==> config.mk <==
export PLATFORM = sky130hd
export DESIGN_NAME = fifo_nibble_packer_flat
export DESIGN_NICKNAME = d
export VERILOG_FILES = /design/src/rtl/fifo_nibble_packer_if.sv /design/src/rtl/fifo_nibble_packer.sv /design/src/flat_wrapper.sv
export SDC_FILE = /design/constraint.sdc
export NUM_CORES = 1
export LEC_CHECK = 0
export ABC_AREA = 1
export BUFFER_PORTS_ARGS = -buffer_cell sky130_fd_sc_hd__buf_2
export CAP_MARGIN = 20
export CELL_PAD_IN_SITES_DETAIL_PLACEMENT = 1
export CELL_PAD_IN_SITES_GLOBAL_PLACEMENT = 1
export CORE_MARGIN = 3
export CORE_UTILIZATION = 39
export DETAILED_ROUTE_END_ITERATION = 8
export PLACE_DENSITY_LB_ADDON = 0.05
export SYNTH_ARGS = -nofsm -noshare
export SYNTH_HDL_FRONTEND = slang
export SYNTH_SLANG_ARGS = --single-unit
==> constraint.sdc <==
create_clock -name rclk -period 1.98 [get_ports rclk]
set_clock_uncertainty 0.1 [all_clocks]
set_input_delay 0.297 -clock rclk [delete_from_list [all_inputs] [get_ports rclk]]
set_output_delay 0.297 -clock rclk [all_outputs]
set_load 0.02 [all_outputs]
==> src/rtl/fifo_nibble_packer_if.sv <==
// FIFO read port, flush request and packed-word valid/ready output of the nibble packer.
// The master modport is the packer side; slave is the FIFO/downstream side.
interface fifo_nibble_packer_if #(
  parameter int DW      = 4,
  parameter int NIBBLES = 4
);
  localparam int CW = $clog2(NIBBLES) + 1;

  logic                  empty;
  logic [DW-1:0]         rdata;
  logic                  ren;
  logic                  flush;
  logic                  out_ready;
  logic                  out_valid;
  logic [DW*NIBBLES-1:0] out_data;
  logic [CW-1:0]         out_cnt;

  modport master (
    input  empty, rdata, flush, out_ready,
    output ren, out_valid, out_data, out_cnt
  );

  modport slave (
    output empty, rdata, flush, out_ready,
    input  ren, out_valid, out_data, out_cnt
  );
endinterface

==> src/rtl/fifo_nibble_packer.sv <==
// Drains nibbles from a FIFO read port and packs NIBBLES of them into one word,
// first nibble in the low slot; a flush emits whatever partial word has been captured.
module fifo_nibble_packer #(
  parameter int DW      = 4,
  parameter int NIBBLES = 4
) (
  input logic                  rclk,
  input logic                  rst,
  fifo_nibble_packer_if.master bus
);
  localparam int CW = $clog2(NIBBLES) + 1;
  localparam int WW = DW * NIBBLES;

  typedef enum logic {FILL, OUT} state_t;

  state_t        state_q, state_d;
  logic [CW-1:0] issued_q, issued_d;
  logic [CW-1:0] captured_q, captured_d;
  logic [CW-1:0] out_cnt_q, out_cnt_d;
  logic          inflight_q, inflight_d;
  logic          flush_pend_q, flush_pend_d;
  logic          out_valid_q, out_valid_d;
  logic [WW-1:0] out_data_q, out_data_d;
  logic          ren;

  always_ff @(posedge rclk) begin
    if (!rst) begin
      state_q      <= FILL;
      issued_q     <= '0;
      captured_q   <= '0;
      out_cnt_q    <= '0;
      inflight_q   <= 1'b0;
      flush_pend_q <= 1'b0;
      out_valid_q  <= 1'b0;
      out_data_q   <= '0;
    end else begin
      state_q      <= state_d;
      issued_q     <= issued_d;
      captured_q   <= captured_d;
      out_cnt_q    <= out_cnt_d;
      inflight_q   <= inflight_d;
      flush_pend_q <= flush_pend_d;
      out_valid_q  <= out_valid_d;
      out_data_q   <= out_data_d;
    end
  end

  // out_data_q doubles as the assembly register, so unfilled slots stay zero.
  always_comb begin
    ren          = rst && (state_q == FILL) && !bus.empty &&
                   (issued_q < CW'(NIBBLES)) && !flush_pend_q;
    state_d      = state_q;
    issued_d     = issued_q;
    captured_d   = captured_q;
    out_cnt_d    = out_cnt_q;
    inflight_d   = 1'b0;
    flush_pend_d = flush_pend_q;
    out_valid_d  = out_valid_q;
    out_data_d   = out_data_q;

    case (state_q)
      FILL: begin
        if (ren) begin
          issued_d = issued_q + CW'(1);
        end
        inflight_d = ren;
        if (bus.flush) begin
          flush_pend_d = 1'b1;
        end
        if (inflight_q) begin
          for (int i = 0; i < NIBBLES; i++) begin
            if (captured_q == CW'(i)) begin
              out_data_d[i*DW +: DW] = bus.rdata;
            end
          end
          captured_d = captured_q + CW'(1);
          if (captured_d == CW'(NIBBLES)) begin
            state_d     = OUT;
            out_valid_d = 1'b1;
            out_cnt_d   = CW'(NIBBLES);
          end
        end else if (flush_pend_q) begin
          // A flush only resolves once no read is outstanding.
          if (captured_q != '0) begin
            state_d     = OUT;
            out_valid_d = 1'b1;
            out_cnt_d   = captured_q;
          end else begin
            flush_pend_d = 1'b0;
          end
        end
      end
      OUT: begin
        if (bus.out_ready) begin
          state_d      = FILL;
          out_valid_d  = 1'b0;
          issued_d     = '0;
          captured_d   = '0;
          flush_pend_d = 1'b0;
          out_data_d   = '0;
          out_cnt_d    = '0;
        end
      end
      default: begin
        state_d = FILL;
      end
    endcase
  end

  assign bus.ren       = ren;
  assign bus.out_valid = out_valid_q;
  assign bus.out_data  = out_data_q;
  assign bus.out_cnt   = out_cnt_q;
endmodule
==> src/flat_wrapper.sv <==
// flat-port wrapper written by rule: the top's interface ports become plain ports
module fifo_nibble_packer_flat 
#(
  parameter int DW      = 4,
  parameter int NIBBLES = 4
)
  (rclk, rst, bus_empty, bus_rdata, bus_flush, bus_out_ready, bus_ren, bus_out_valid, bus_out_data, bus_out_cnt);
  fifo_nibble_packer_if #(.DW(DW), .NIBBLES(NIBBLES)) bus_i ();
  input logic rclk;
  input logic rst;
  input wire logic [$bits(bus_i.empty)-1:0] bus_empty;
  input wire logic [$bits(bus_i.rdata)-1:0] bus_rdata;
  input wire logic [$bits(bus_i.flush)-1:0] bus_flush;
  input wire logic [$bits(bus_i.out_ready)-1:0] bus_out_ready;
  output wire logic [$bits(bus_i.ren)-1:0] bus_ren;
  output wire logic [$bits(bus_i.out_valid)-1:0] bus_out_valid;
  output wire logic [$bits(bus_i.out_data)-1:0] bus_out_data;
  output wire logic [$bits(bus_i.out_cnt)-1:0] bus_out_cnt;
  assign bus_i.empty = bus_empty;
  assign bus_i.rdata = bus_rdata;
  assign bus_i.flush = bus_flush;
  assign bus_i.out_ready = bus_out_ready;
  assign bus_ren = bus_i.ren;
  assign bus_out_valid = bus_i.out_valid;
  assign bus_out_data = bus_i.out_data;
  assign bus_out_cnt = bus_i.out_cnt;
  fifo_nibble_packer #(.DW(DW), .NIBBLES(NIBBLES)) u_core (.rclk(rclk), .rst(rst), .bus(bus_i));
endmodule
==> impl_metrics.tcl <==
set metrics [dict create \
    synth-compound-area-share_pct 10.12 \
    cpMostUsedCell "inv_2" \
    dp_hpwl_mm 2.692 \
    netlist_instances 184 \
    max_cap_violations 0 \
    ir_worst_vdd_uv 285.0 \
    cts_setup_buffers 0 \
    p_per_area_mw_per_mm2 841.1 \
    firstDrtPassIters 4 \
    nets 232 \
    fp.dieH_um 66.64 \
    drive_gt1_share_pct 29.49 \
    relSlewSlack_pct 76.56 \
    synth.most_common_cell "nand2_1" \
    overflow 0 \
    cp_max_fo 8 \
    vias 1284 \
    io_pins 30 \
    synth-edff-count 0 \
    cp.depth 4 \
    finalHoldViolCount 0 \
    yosysSeqAreaShare_pct 40.49 \
    portBuffers 29 \
    yosys.area.top_type "dfxtp_1" \
    synthXorXnorAreaFrac_pct 0 \
    setup-tns-final_ns 0 \
    clockBufferDepth 2 \
    ant_nets 0 \
    crit_required_ns 1.58 \
    cts_max_level 2 \
    hold_buffers 0 \
    cts_made_buffers 5 \
    syn_area_mm2 0.001434 \
    setup_viol 0 \
    yosys.area_share.simple_pct 35.51 \
    endpoint_kind "output pin" \
    min_period_ns 1.727 \
    yosys_most_used_dff "dfxtp_1" \
    grt_pass1_vias 1299 \
    floorplan.initialDensity_pct 41.66 \
    multi_input_area_um2 729.5 \
    max_freq_mhz 578.9 \
    cp_top_family "flip-flops" \
    syn_area_per_cell_um2 7.793 \
    grt_use_total_pct 18.59 \
    synth.ff_latch_count 29 \
    coreArea_mm2 0.003442 \
    fin_cells 263 \
    ff2ff_path_depth 7 \
    diodes 0 \
    synth_top_family_by_area "simple AND/OR/NAND/NOR gates" \
    drc_errors 0 \
    cts_sinks 29 \
    holdCritPathClass "in2reg" \
    antenna_found_initial 0 \
    path_buf_inv 3 \
    cp_slowest_cell "dfxtp_1" \
    tightest_slew_ns 0.3512 \
    viasPerCell 4.882 \
    synth_common_cells "nand2_1, nor2_1, dfxtp_1" \
    critPathMaxStageDelay_ns 0.53 \
    ys_warn_count 0 \
    drtIter0Drc 59 \
    wl_per_cell_um 13.45 \
    synthTopCellsByArea "dfxtp_1, nand2_1, nor2_1" \
    clockRootBuffer "clkbuf_8" \
    clock_latency_ns 0.28 \
    worstSetupPathType "reg2out" \
    ys_types 25 \
    start_kind "flop" \
    area_delta_synth_final_pct 18.41 \
    seqCellArea_um2 580.6 \
    syn-num-nets 199 \
    clk_pin_slew_ns 0.06 \
    grt_pass1_wl_mm 6.044 \
    rsz0062_at_grt "false" \
    status "complete, no violations" \
    row_count 21 \
    cts_tree "done" \
    die_area_mm2 0.004440 \
    cts-resized-gates 0 \
    dp_cells 256 \
    synth_top_area_share_pct 40.49 \
    arrival_ns 1.33 \
    die_w_um 66.64 \
    slew_violations 0 \
    finalWirelength_mm 3.537 \
    place.gp.congestion 0.7805 \
    p_leak_nw 0.8621 \
    synth.area.mux_share_pct 0 \
    synth-async-reset-ratio_pct 0 \
    fin_crit_sh_pct 87.25 \
    fill_cells 455 \
    path_cells "inv_2, nand3_2, inv_2, buf_2" \
    yosys.area_share.adder_pct 5.236 \
    grt_max_degree 19 \
    hold_depth 3 \
]
==> cells by family after synthesis <==
family	Yosys count
adder cells (fa/ha/maj)	6
AO/OA/AOI/OAI	23
flip-flops	29
AND/OR/NAND/NOR	99
buffers and inverters	27
==> tightest hold or removal path, stage by stage <==
cell and delay (ns):
buf_2 0.08, o211ai_1 0.07, inv_1 0.05
==> flip-flops by register name, summed over array words and instances, names as in the netlist <==
register and flops:
u_core.bus.out_data 16, u_core.bus.out_cnt 3, u_core.captured_q 3, u_core.issued_q 3
u_core.bus.out_valid 1, u_core.flush_pend_q 1, u_core.inflight_q 1, u_core.state_q 1
==> metrics by stage <==
| stage | worst slack [ns] | util (%) | total power, mW | hold WS [ns] | area (µm²) |
|---|---|---|---|---|---|
| after floorplan | 0.5668 | - | 0.8814 | 0.3252 | 1434 |
| after global placement | 0.4807 | 46.82 | 0.9501 | 0.3412 | 1612 |
| after detailed placement | 0.3896 | 46.82 | 0.9621 | 0.3542 | 1612 |
| after CTS | 0.2454 | 49.33 | 1.445 | 0.1396 | 1698 |
| after global routing | 0.1548 | 49.33 | 1.515 | 0.1705 | 1698 |
| final | 0.2525 | 49.33 | 1.428 | 0.1440 | 1698 |
==> path summary, 6_finish.rpt <==
| path | startpoint | endpoint | slack (ns) |
|---|---|---|---|
| worst min-delay path | bus_flush | u_core.flush_pend_q | 0.14 |
| worst max register to register | u_core.captured_q[0] | u_core.bus.out_data[13] | 0.31 |
| worst min register to register | u_core.issued_q[2] | u_core.issued_q[2] | 0.36 |
| worst max-delay path | u_core.state_q | bus_ren | 0.25 |
==> power breakdown <==
group / leakage (nW) / total, mW / switching [mW] / internal [mW]
Sequential: 0.236 / 0.650 / 0.0274 / 0.623
Clock: 0.0443 / 0.481 / 0.206 / 0.275
Combinational: 0.582 / 0.297 / 0.196 / 0.100
==> placed cells by master (no fill, tap or decap) <==
| master | count |
|---|---|
| a21oi_1 | 11 |
| a21oi_2 | 2 |
| a31oi_2 | 2 |
| buf_2 | 29 |
| buf_4 | 2 |
| clkbuf_1 | 1 |
| clkbuf_8 | 6 |
| clkinv_2 | 1 |
| dfxtp_1 | 29 |
| ha_1 | 6 |
| inv_1 | 15 |
| inv_2 | 6 |
| nand2_1 | 35 |
| nand2_2 | 4 |
| nand2_4 | 5 |
| nand3_1 | 7 |
| nand3_2 | 3 |
| nand3_4 | 1 |
| nand3b_1 | 8 |
| nor2_1 | 34 |
| nor2_2 | 1 |
| nor2_8 | 1 |
| o211ai_1 | 1 |
| o21ai_0 | 5 |
| o21ai_2 | 1 |
| o22ai_1 | 1 |
==> routing by layer <==
layer | global-route usage [%] | wire length (µm)
met5 | 0 | 0
met4 | 7.868 | 61
met3 | 5.059 | 162
met2 | 31.81 | 1730
met1 | 21.58 | 1582
==> final cells by class <==
type	count	area share, %
inverter	22	4.937
clock buffer	7	5.085
sequential	29	34.19
tap	46	3.390
multi-input combinational	128	42.96
timing repair buffer	31	9.433
Power figures use the tool's default switching activity.
